## config.mk

```make
export PLATFORM = sky130hd
export DESIGN_NAME = wa_pipe
export DESIGN_NICKNAME = d
export VERILOG_FILES = /design/src/rtl/cpu_pkg.sv /design/src/rtl/wa_stage.sv /design/src/rtl/wa_pipe.sv
export SDC_FILE = /design/constraint.sdc
export NUM_CORES = 1
export LEC_CHECK = 0
export ABC_AREA = 1
export CORE_ASPECT_RATIO = 0.8
export CORE_UTILIZATION = 44
export DETAILED_ROUTE_END_ITERATION = 8
export GPL_TIMING_DRIVEN = 0
export PLACE_DENSITY = 0.84
export SLEW_MARGIN = 20
export SYNTH_ARGS = -nofsm -noshare
export SYNTH_HDL_FRONTEND = slang
export SYNTH_SLANG_ARGS = --single-unit
```

## constraint.sdc

```tcl
create_clock -name clk -period 1.4 [get_ports clk]
set_input_delay 0.14 -clock clk [delete_from_list [all_inputs] [get_ports clk]]
set_output_delay 0.14 -clock clk [all_outputs]
set_load 0.02 [all_outputs]
```

## src/rtl/cpu_pkg.sv

```systemverilog
// cpu_pkg: definitions shared by the pipelined CPU datapath blocks.
//   REG_RA / REG_ZERO : architectural register numbers for $31 and $0.
//   AW_DEFAULT        : default register address width.
//   RD_RT .. RD_NONE  : encoding of the 2-bit regdst destination select.
//   reg_addr_t        : register address at the default width.
package cpu_pkg;

  localparam int AW_DEFAULT = 5;
  localparam int REG_RA     = 31;
  localparam int REG_ZERO   = 0;

  localparam logic [1:0] RD_RT   = 2'd0;
  localparam logic [1:0] RD_RD   = 2'd1;
  localparam logic [1:0] RD_RA   = 2'd2;
  localparam logic [1:0] RD_NONE = 2'd3;

  typedef logic [AW_DEFAULT-1:0] reg_addr_t;

endpackage

```

## src/rtl/wa_stage.sv

```systemverilog
// wa_stage: one pipeline slot holding a write-back register address and its
// write-enable.
//   clk    : rising-edge clock
//   reset  : asynchronous active-high, clears the slot
//   bubble : load an empty slot instead of d_wa/d_we
//   flush  : kill the incoming entry (same effect as bubble)
//   d_wa   : next address
//   d_we   : next write-enable
//   q_wa   : registered address
//   q_we   : registered write-enable
module wa_stage #(
  parameter int AW = 5
) (
  input  logic          clk,
  input  logic          reset,
  input  logic          bubble,
  input  logic          flush,
  input  logic [AW-1:0] d_wa,
  input  logic          d_we,
  output logic [AW-1:0] q_wa,
  output logic          q_we
);

  // NOTE: state registers use non-blocking assignments so that every stage
  // samples its predecessor's pre-edge value and the chain shifts by one.
  always_ff @(posedge clk or posedge reset) begin
    if (reset) begin
      q_wa <= '0;
      q_we <= 1'b0;
    end else if (bubble || flush) begin
      q_wa <= '0;
      q_we <= 1'b0;
    end else begin
      q_wa <= d_wa;
      q_we <= d_we;
    end
  end

endmodule

```

## src/rtl/wa_pipe.sv

```systemverilog
// wa_pipe: decode-stage write-back address select plus a STAGES-deep pipeline
// of (address, write-enable) used by the hazard and forwarding units.
//   clk, reset : rising-edge clock, asynchronous active-high reset
//   rt, rd     : instruction register fields
//   regdst     : 0=rt, 1=rd, 2=$31, 3=no destination
//   reg_we     : decode instruction writes a register
//   stall      : decode held, bubble into stage 0
//   flush      : kill stages 0..STAGES-2 (the write-back stage still retires)
//   src_addr   : NSRC packed source addresses, slice i = source i
//   stage_wa   : packed per-stage address, slice s = stage s (0 = youngest)
//   stage_we   : per-stage effective write-enable
//   src_hit    : bit i*STAGES+s set when source i matches stage s
// Optional (macro WA_PIPE_PRIORITY_EN):
//   src_sel    : 3 bits per source, youngest hitting stage index (0 if none)
//   src_any    : per source, any stage hits
module wa_pipe
  import cpu_pkg::*;
#(
  parameter int AW     = AW_DEFAULT,
  parameter int STAGES = 3,
  parameter int NSRC   = 2
) (
  input  logic                   clk,
  input  logic                   reset,
  input  logic [AW-1:0]          rt,
  input  logic [AW-1:0]          rd,
  input  logic [1:0]             regdst,
  input  logic                   reg_we,
  input  logic                   stall,
  input  logic                   flush,
  input  logic [NSRC*AW-1:0]     src_addr,
  output logic [STAGES*AW-1:0]   stage_wa,
  output logic [STAGES-1:0]      stage_we,
  output logic [NSRC*STAGES-1:0] src_hit
`ifdef WA_PIPE_PRIORITY_EN
  ,
  output logic [NSRC*3-1:0]      src_sel,
  output logic [NSRC-1:0]        src_any
`endif
);

  logic [AW-1:0] sel_wa;
  logic          sel_we;

  // NOTE: every always_comb output gets a default before the case so no
  // path leaves it unassigned and no latch is inferred.
  always_comb begin
    sel_wa = '0;
    unique case (regdst)
      RD_RT:   sel_wa = rt;
      RD_RD:   sel_wa = rd;
      RD_RA:   sel_wa = AW'(REG_RA);
      RD_NONE: sel_wa = AW'(REG_ZERO);
      default: sel_wa = '0;
    endcase
  end

  // A write to $0 is discarded by the register file, so it is never tracked.
  assign sel_we = reg_we && (regdst != RD_NONE) && (sel_wa != AW'(REG_ZERO));

  logic [AW-1:0] q_wa [STAGES];
  logic          q_we [STAGES];

  for (genvar s = 0; s < STAGES; s++) begin : g_stage
    logic [AW-1:0] d_wa;
    logic          d_we;
    logic          bub;
    logic          kill;

    if (s == 0) begin : g_first
      assign d_wa = sel_wa;
      assign d_we = sel_we;
      assign bub  = stall;
      assign kill = flush;
    end else if (s == STAGES - 1) begin : g_last
      // The write-back stage always advances so its instruction retires.
      assign d_wa = q_wa[s-1];
      assign d_we = q_we[s-1];
      assign bub  = 1'b0;
      assign kill = 1'b0;
    end else begin : g_mid
      assign d_wa = q_wa[s-1];
      assign d_we = q_we[s-1];
      assign bub  = 1'b0;
      assign kill = flush;
    end

    wa_stage #(.AW(AW)) u_stage (
      .clk    (clk),
      .reset  (reset),
      .bubble (bub),
      .flush  (kill),
      .d_wa   (d_wa),
      .d_we   (d_we),
      .q_wa   (q_wa[s]),
      .q_we   (q_we[s])
    );

    assign stage_wa[s*AW +: AW] = q_wa[s];
    assign stage_we[s]          = q_we[s];
  end

  for (genvar i = 0; i < NSRC; i++) begin : g_src
    logic [AW-1:0] addr;
    assign addr = src_addr[i*AW +: AW];

    for (genvar s = 0; s < STAGES; s++) begin : g_cmp
      assign src_hit[i*STAGES + s] = q_we[s] && (q_wa[s] == addr) &&
                                     (addr != AW'(REG_ZERO));
    end

`ifdef WA_PIPE_PRIORITY_EN
    // Scan oldest to youngest so the youngest hit overwrites the result.
    always_comb begin
      src_sel[i*3 +: 3] = 3'd0;
      src_any[i]        = 1'b0;
      for (int s = STAGES - 1; s >= 0; s--) begin
        if (src_hit[i*STAGES + s]) begin
          src_sel[i*3 +: 3] = 3'(s);
          src_any[i]        = 1'b1;
        end
      end
    end
`endif
  end

endmodule

```

======== After elaboration in Yosys (flattened, before gate mapping) ========
Cells that the tools add are included.
W data, S select, Z words.
cells by class
  $add $sub $neg .......................... 0
  multiply operators ...................... 0
  div/mod/pow operators ................... 0
  order comparisons ....................... 0
  equal/unequal tests ..................... 10
  shifts and indexed selects .............. 0
  mux-type cells .......................... 5
  bitwise logic cells ..................... 0
  reduce and logical (&&, ||, !) cells .... 19
operators by type and width
  operator              number
  $eq A5 B5 Y1          6
  $pmux W5 S4           1
  $reduce_bool A5 Y1    3
  $logic_and A1 B1 Y1   14
  $mux W5               2
  $eq A2 B2 Y1 const B  2
  $eq A2 B1 Y1 const B  1
  $logic_not A2 Y1      1
  $mux W1               2
  $ne A2 B2 Y1 const B  1
  $logic_or A1 B1 Y1    1
word-level totals
  bits in registers ....................... 18
  latch bits .............................. 0
  RAM bits ................................ 0
  memory bits (read-only) ................. 0
  input bits .............................. 27
  output and inout bits ................... 24
  word-level logic and storage cells ...... 40
  memories kept ........................... 0

======== Longest topological paths before layout ========
  depth after elaboration ................. 5
  gate-level depth with buffers ........... 7
  mapped depth without buffers ............ 7

======== Cells and area by module ========
Synthesis repeated with hierarchy kept, for this count alone.
unflattened totals
  cells, all modules ...................... 199
  area, all modules ....................... 1335.0 µm²
modules (own cells, without submodules)
  module    instances  cells an instance  area an instance (µm²)
  wa_stage  3          22                 232.7
  wa_pipe   1          133                636.9

======== Least setup slack after synthesis ========
Ideal clock, no wire load.
  kind .................................... flip-flop to output port
  start ................................... register g_stage[0].u_stage.q_wa[3]
  end ..................................... output src_hit[3]
  arrival time ............................ 1.127 ns
  data required time ...................... 1.260 ns
  setup slack ............................. 0.133 ns
  stages on the path, launching flop included .. 6
  path buffers ............................ 0
  path through ............................ dfrtp_1 > inv_1 > nor2_1 > nor3_2 > nand3_1 > nor2_1
on the way
  longest elaborated chain between the ends .. 3
RTL lines
  what                              RTL line        text
  start: declaration                wa_stage.sv:20  output logic [AW-1:0] q_wa,
  start signal: assignment          wa_stage.sv:34  q_wa <= d_wa;
  $eq A5 B5 Y1                      wa_pipe.sv:108  assign src_hit[i*STAGES + s] = q_we[s] && (q_wa[s] == addr) &&
  $logic_and A1 B1 Y1 (2 in a row)  wa_pipe.sv:108
  end: declaration                  wa_pipe.sv:34   output logic [NSRC*STAGES-1:0] src_hit
Every way passes these cells.

======== Worst setup path after layout ========
Same ends and word-level chain as after synthesis.

==> results.json <==
{
  "status": "finished, violations left",
  "failed_checks": "negative setup slack",
  "finalPower_w": 0.00123,
  "route.vias.total": 1376,
  "grt_use_total_pct": 26.3,
  "cpMaxStageDelayCell": "dfrtp_1",
  "synth_cell_type_count": 19,
  "cp.required_ps": 1260,
  "syn_avg_cell_area_um2": 6.66,
  "ir_drop_v": 0.000592,
  "start_util_pct": 46.5,
  "synth_top_family_by_area": "simple AND/OR/NAND/NOR gates",
  "relSlewSlack_pct": 54.9,
  "drv_slew": 0,
  "yosysTopAreaCellShare_pct": 39.3,
  "syn2layout_area_growth_pct": 60.9,
  "critical_path_class": "reg -> out",
  "cp_max_fo": 3,
  "die_h_um": 47.6,
  "overflow": 0,
  "synth_compound_area_share_pct": 10.1,
  "skew_ps": 0.478,
  "dieArea_um2": 2810,
  "crit_chain": "inv_2, nor2_2, nor3_2, nand3_1, nor2_1, buf_4",
  "cts_hold_buf": 0,
  "grt_pass1_wl_um": 5150,
  "insertedDiodeCount": 0,
  "ff2ff_path_depth": 8,
  "numCtsBuffers": 3,
  "final_layout_size_suffix_gt1_share_pct": 22.9,
  "netlist_instances": 172,
  "synthTopCellsByArea": "dfrtp_1 (39%), nand2_1 (15%), inv_1 (10%)",
  "synth_mux_area_share_pct": 0,
  "fmax_mhz": 651,
  "place_inst": 258,
  "hp-class": "in -> async",
  "finalHoldViolations": 0,
  "reg2reg_from": "g_stage[0].u_stage.q_wa[1]$_DFF_PP0_",
  "fin_ws_ps": -135,
  "r2r_end": "g_stage[1].u_stage.q_wa[1]$_DFF_PP0_",
  "core_um2": 2460,
  "clock_sinks": 18,
  "hpwl_um": 2640,
  "firstDrtPassIters": 4,
  "port_buffers": 50,
  "cts_tree": "done",
  "fill_cells": 205,
  "p_leak_nw": 0.992,
  "first_global_vias": 1195,
  "gp_congestion": 0.918,
  "min_period_over_period_pct": 110,
  "htreeDepth": 1,
  "synth-simple-area-share_pct": 33.2,
  "root_buffer": "clkbuf_4",
  "synth-seq-cells": 18,
  "die_w_um": 59.0,
  "syn_area_um2": 1140,
  "synthXorXnorAreaFrac_pct": 4.59,
  "nNetsFinal": 268,
  "antenna_found_initial": 0,
  "post_drt_wl_per_cell_um": 12.9,
  "fin_crit_ps": 1540,
  "cap_violations": 0,
  "std_cell_rows": 16,
  "avgViaCountPerCell": 4.99,
  "synth_fa_ha_area_share_pct": 0,
  "syn_nets": 199,
  "instances_no_fill": 276,
  "drt_iter0_drc": 90,
  "slowest_delay_ps": 420,
  "grt_start_max_net_pins": 19,
  "setup_viol": 6,
  "final_common_cell": "nand2_1",
  "power.density_nw_per_um2": 666,
  "clock_latency_ps": 310,
  "synth_seq_area_share_pct": 39.3,
  "post-synth-top-area-cell": "dfrtp_1",
  "layout_common_cells": "nand2_1 (45), nor2_1 (29), dlygate4sd2_1 (24), inv_1 (22), buf_4 (21)",
  "endpoint_kind": "output pin",
  "final_antenna_net_count": 0,
  "synth-warning-count": 0,
  "ios": 51,
  "worst-r2r-setup-slack_ps": 20,
  "cp.arrival_ps": 1400,
  "post-route-drc-count": 0,
  "cts.path.max_buffers": 2,
  "start_kind": "flop",
  "clk_pin_slew_ps": 100,
  "rsz0062_at_grt": "yes",
  "wl_um": 3560,
  "tightest_slew_ps": 676
}
sequential cells by signal, indices dropped and copies added (netlist names):
| signal | flops |
|---|---|
| g_stage.u_stage.q_we | 3 |
| g_stage.u_stage.q_wa | 15 |
kinds of logic after synthesis:
kind of cell / Yosys count
XOR/XNOR: 6
flip-flops: 18
AO/OA/AOI/OAI: 20
AND/OR/NAND/NOR: 92
buffers and inverters: 36
worst max path at each step:
| stage | from | to | slack (ps) | cells after the start |
|---|---|---|---|---|
| after detailed placement | src_addr[3] | src_hit[1] | -570 | 6 |
| after floorplan | g_stage[0].u_stage.q_wa[3]$_DFF_PP0_ | src_hit[3] | 130 | 5 |
| after CTS | g_stage[2].u_stage.q_wa[2]$_DFF_PP0_ | src_hit[2] | -130 | 7 |
| final | g_stage[0].u_stage.q_wa[3]$_DFF_PP0_ | src_hit[3] | -140 | 6 |
| after global placement | src_addr[3] | src_hit[1] | -550 | 6 |
| after global routing | g_stage[2].u_stage.q_wa[2]$_DFF_PP0_ | src_hit[2] | -270 | 7 |
metal layers:
metal	track usage (%)	share of wire (%)	wire length, um
met5	0	0	0
met4	16.2	3.7	131
met2	49.3	50	1790
met3	5.14	6.2	222
met1	28.4	40	1420
cells in the mapped netlist:
cell type and number:
nor3_2 1, dfrtp_1 18, nor3_1 2, nand2_2 1, o21ai_0 6, nand2_1 46, xnor2_1 4, nor2_4 1
buf_4 3, nand3_1 7, xor2_1 2, o22ai_1 8, o211ai_1 1, nor2_1 31, a21boi_0 1, a21oi_1 4
nand4_1 3, inv_2 2, inv_1 31
worst max-delay path: cells and delay by family (launching register included):
family / cells / cell delay [ps]
buffers and inverters: 2 / 230
DFF: 1 / 420
and+or+nand+nor: 4 / 430
final cells by class:
type                       count  area [um^2]  share of cell area (%)
inverter                      33          124                    6.73
tap                           36         45.0                    2.45
sequential                    18          454                    24.7
clock buffer                   4         36.3                    1.97
multi-input combinational    118          594                    32.3
buffer                         3         22.5                    1.22
timing repair buffer          64          566                    30.7
where the power goes:
group	internal, W	total (W)	switching (W)
Clock	0.000159	0.000337	0.000178
Combinational	0.000155	0.000327	0.000172
Sequential	0.000538	0.000562	0.0000233
per-stage QoR:
step                      hold slack, ps  util [%]  worst slack (ps)  TNS, ps  cell area, um^2
after detailed placement             418      68.6              -568    -3240             1690
final                                215      74.8              -135     -630             1840
after global routing                 278      74.8              -270    -1170             1840
after floorplan                     78.6         -               133        0             1140
after global placement               404      68.6              -549    -3130             1690
after CTS                            248      72.0              -132     -520             1770
what timing repair did:
item | 4_1_cts | 5_1_grt
gates resized for setup | 64 | 23
endpoints found under the setup margin | 24 | 8
setup buffers | 11 | 3
pin swaps | 7 | 12
hold endpoints to repair | 0 | 0
Power figures use the tool's default switching activity.
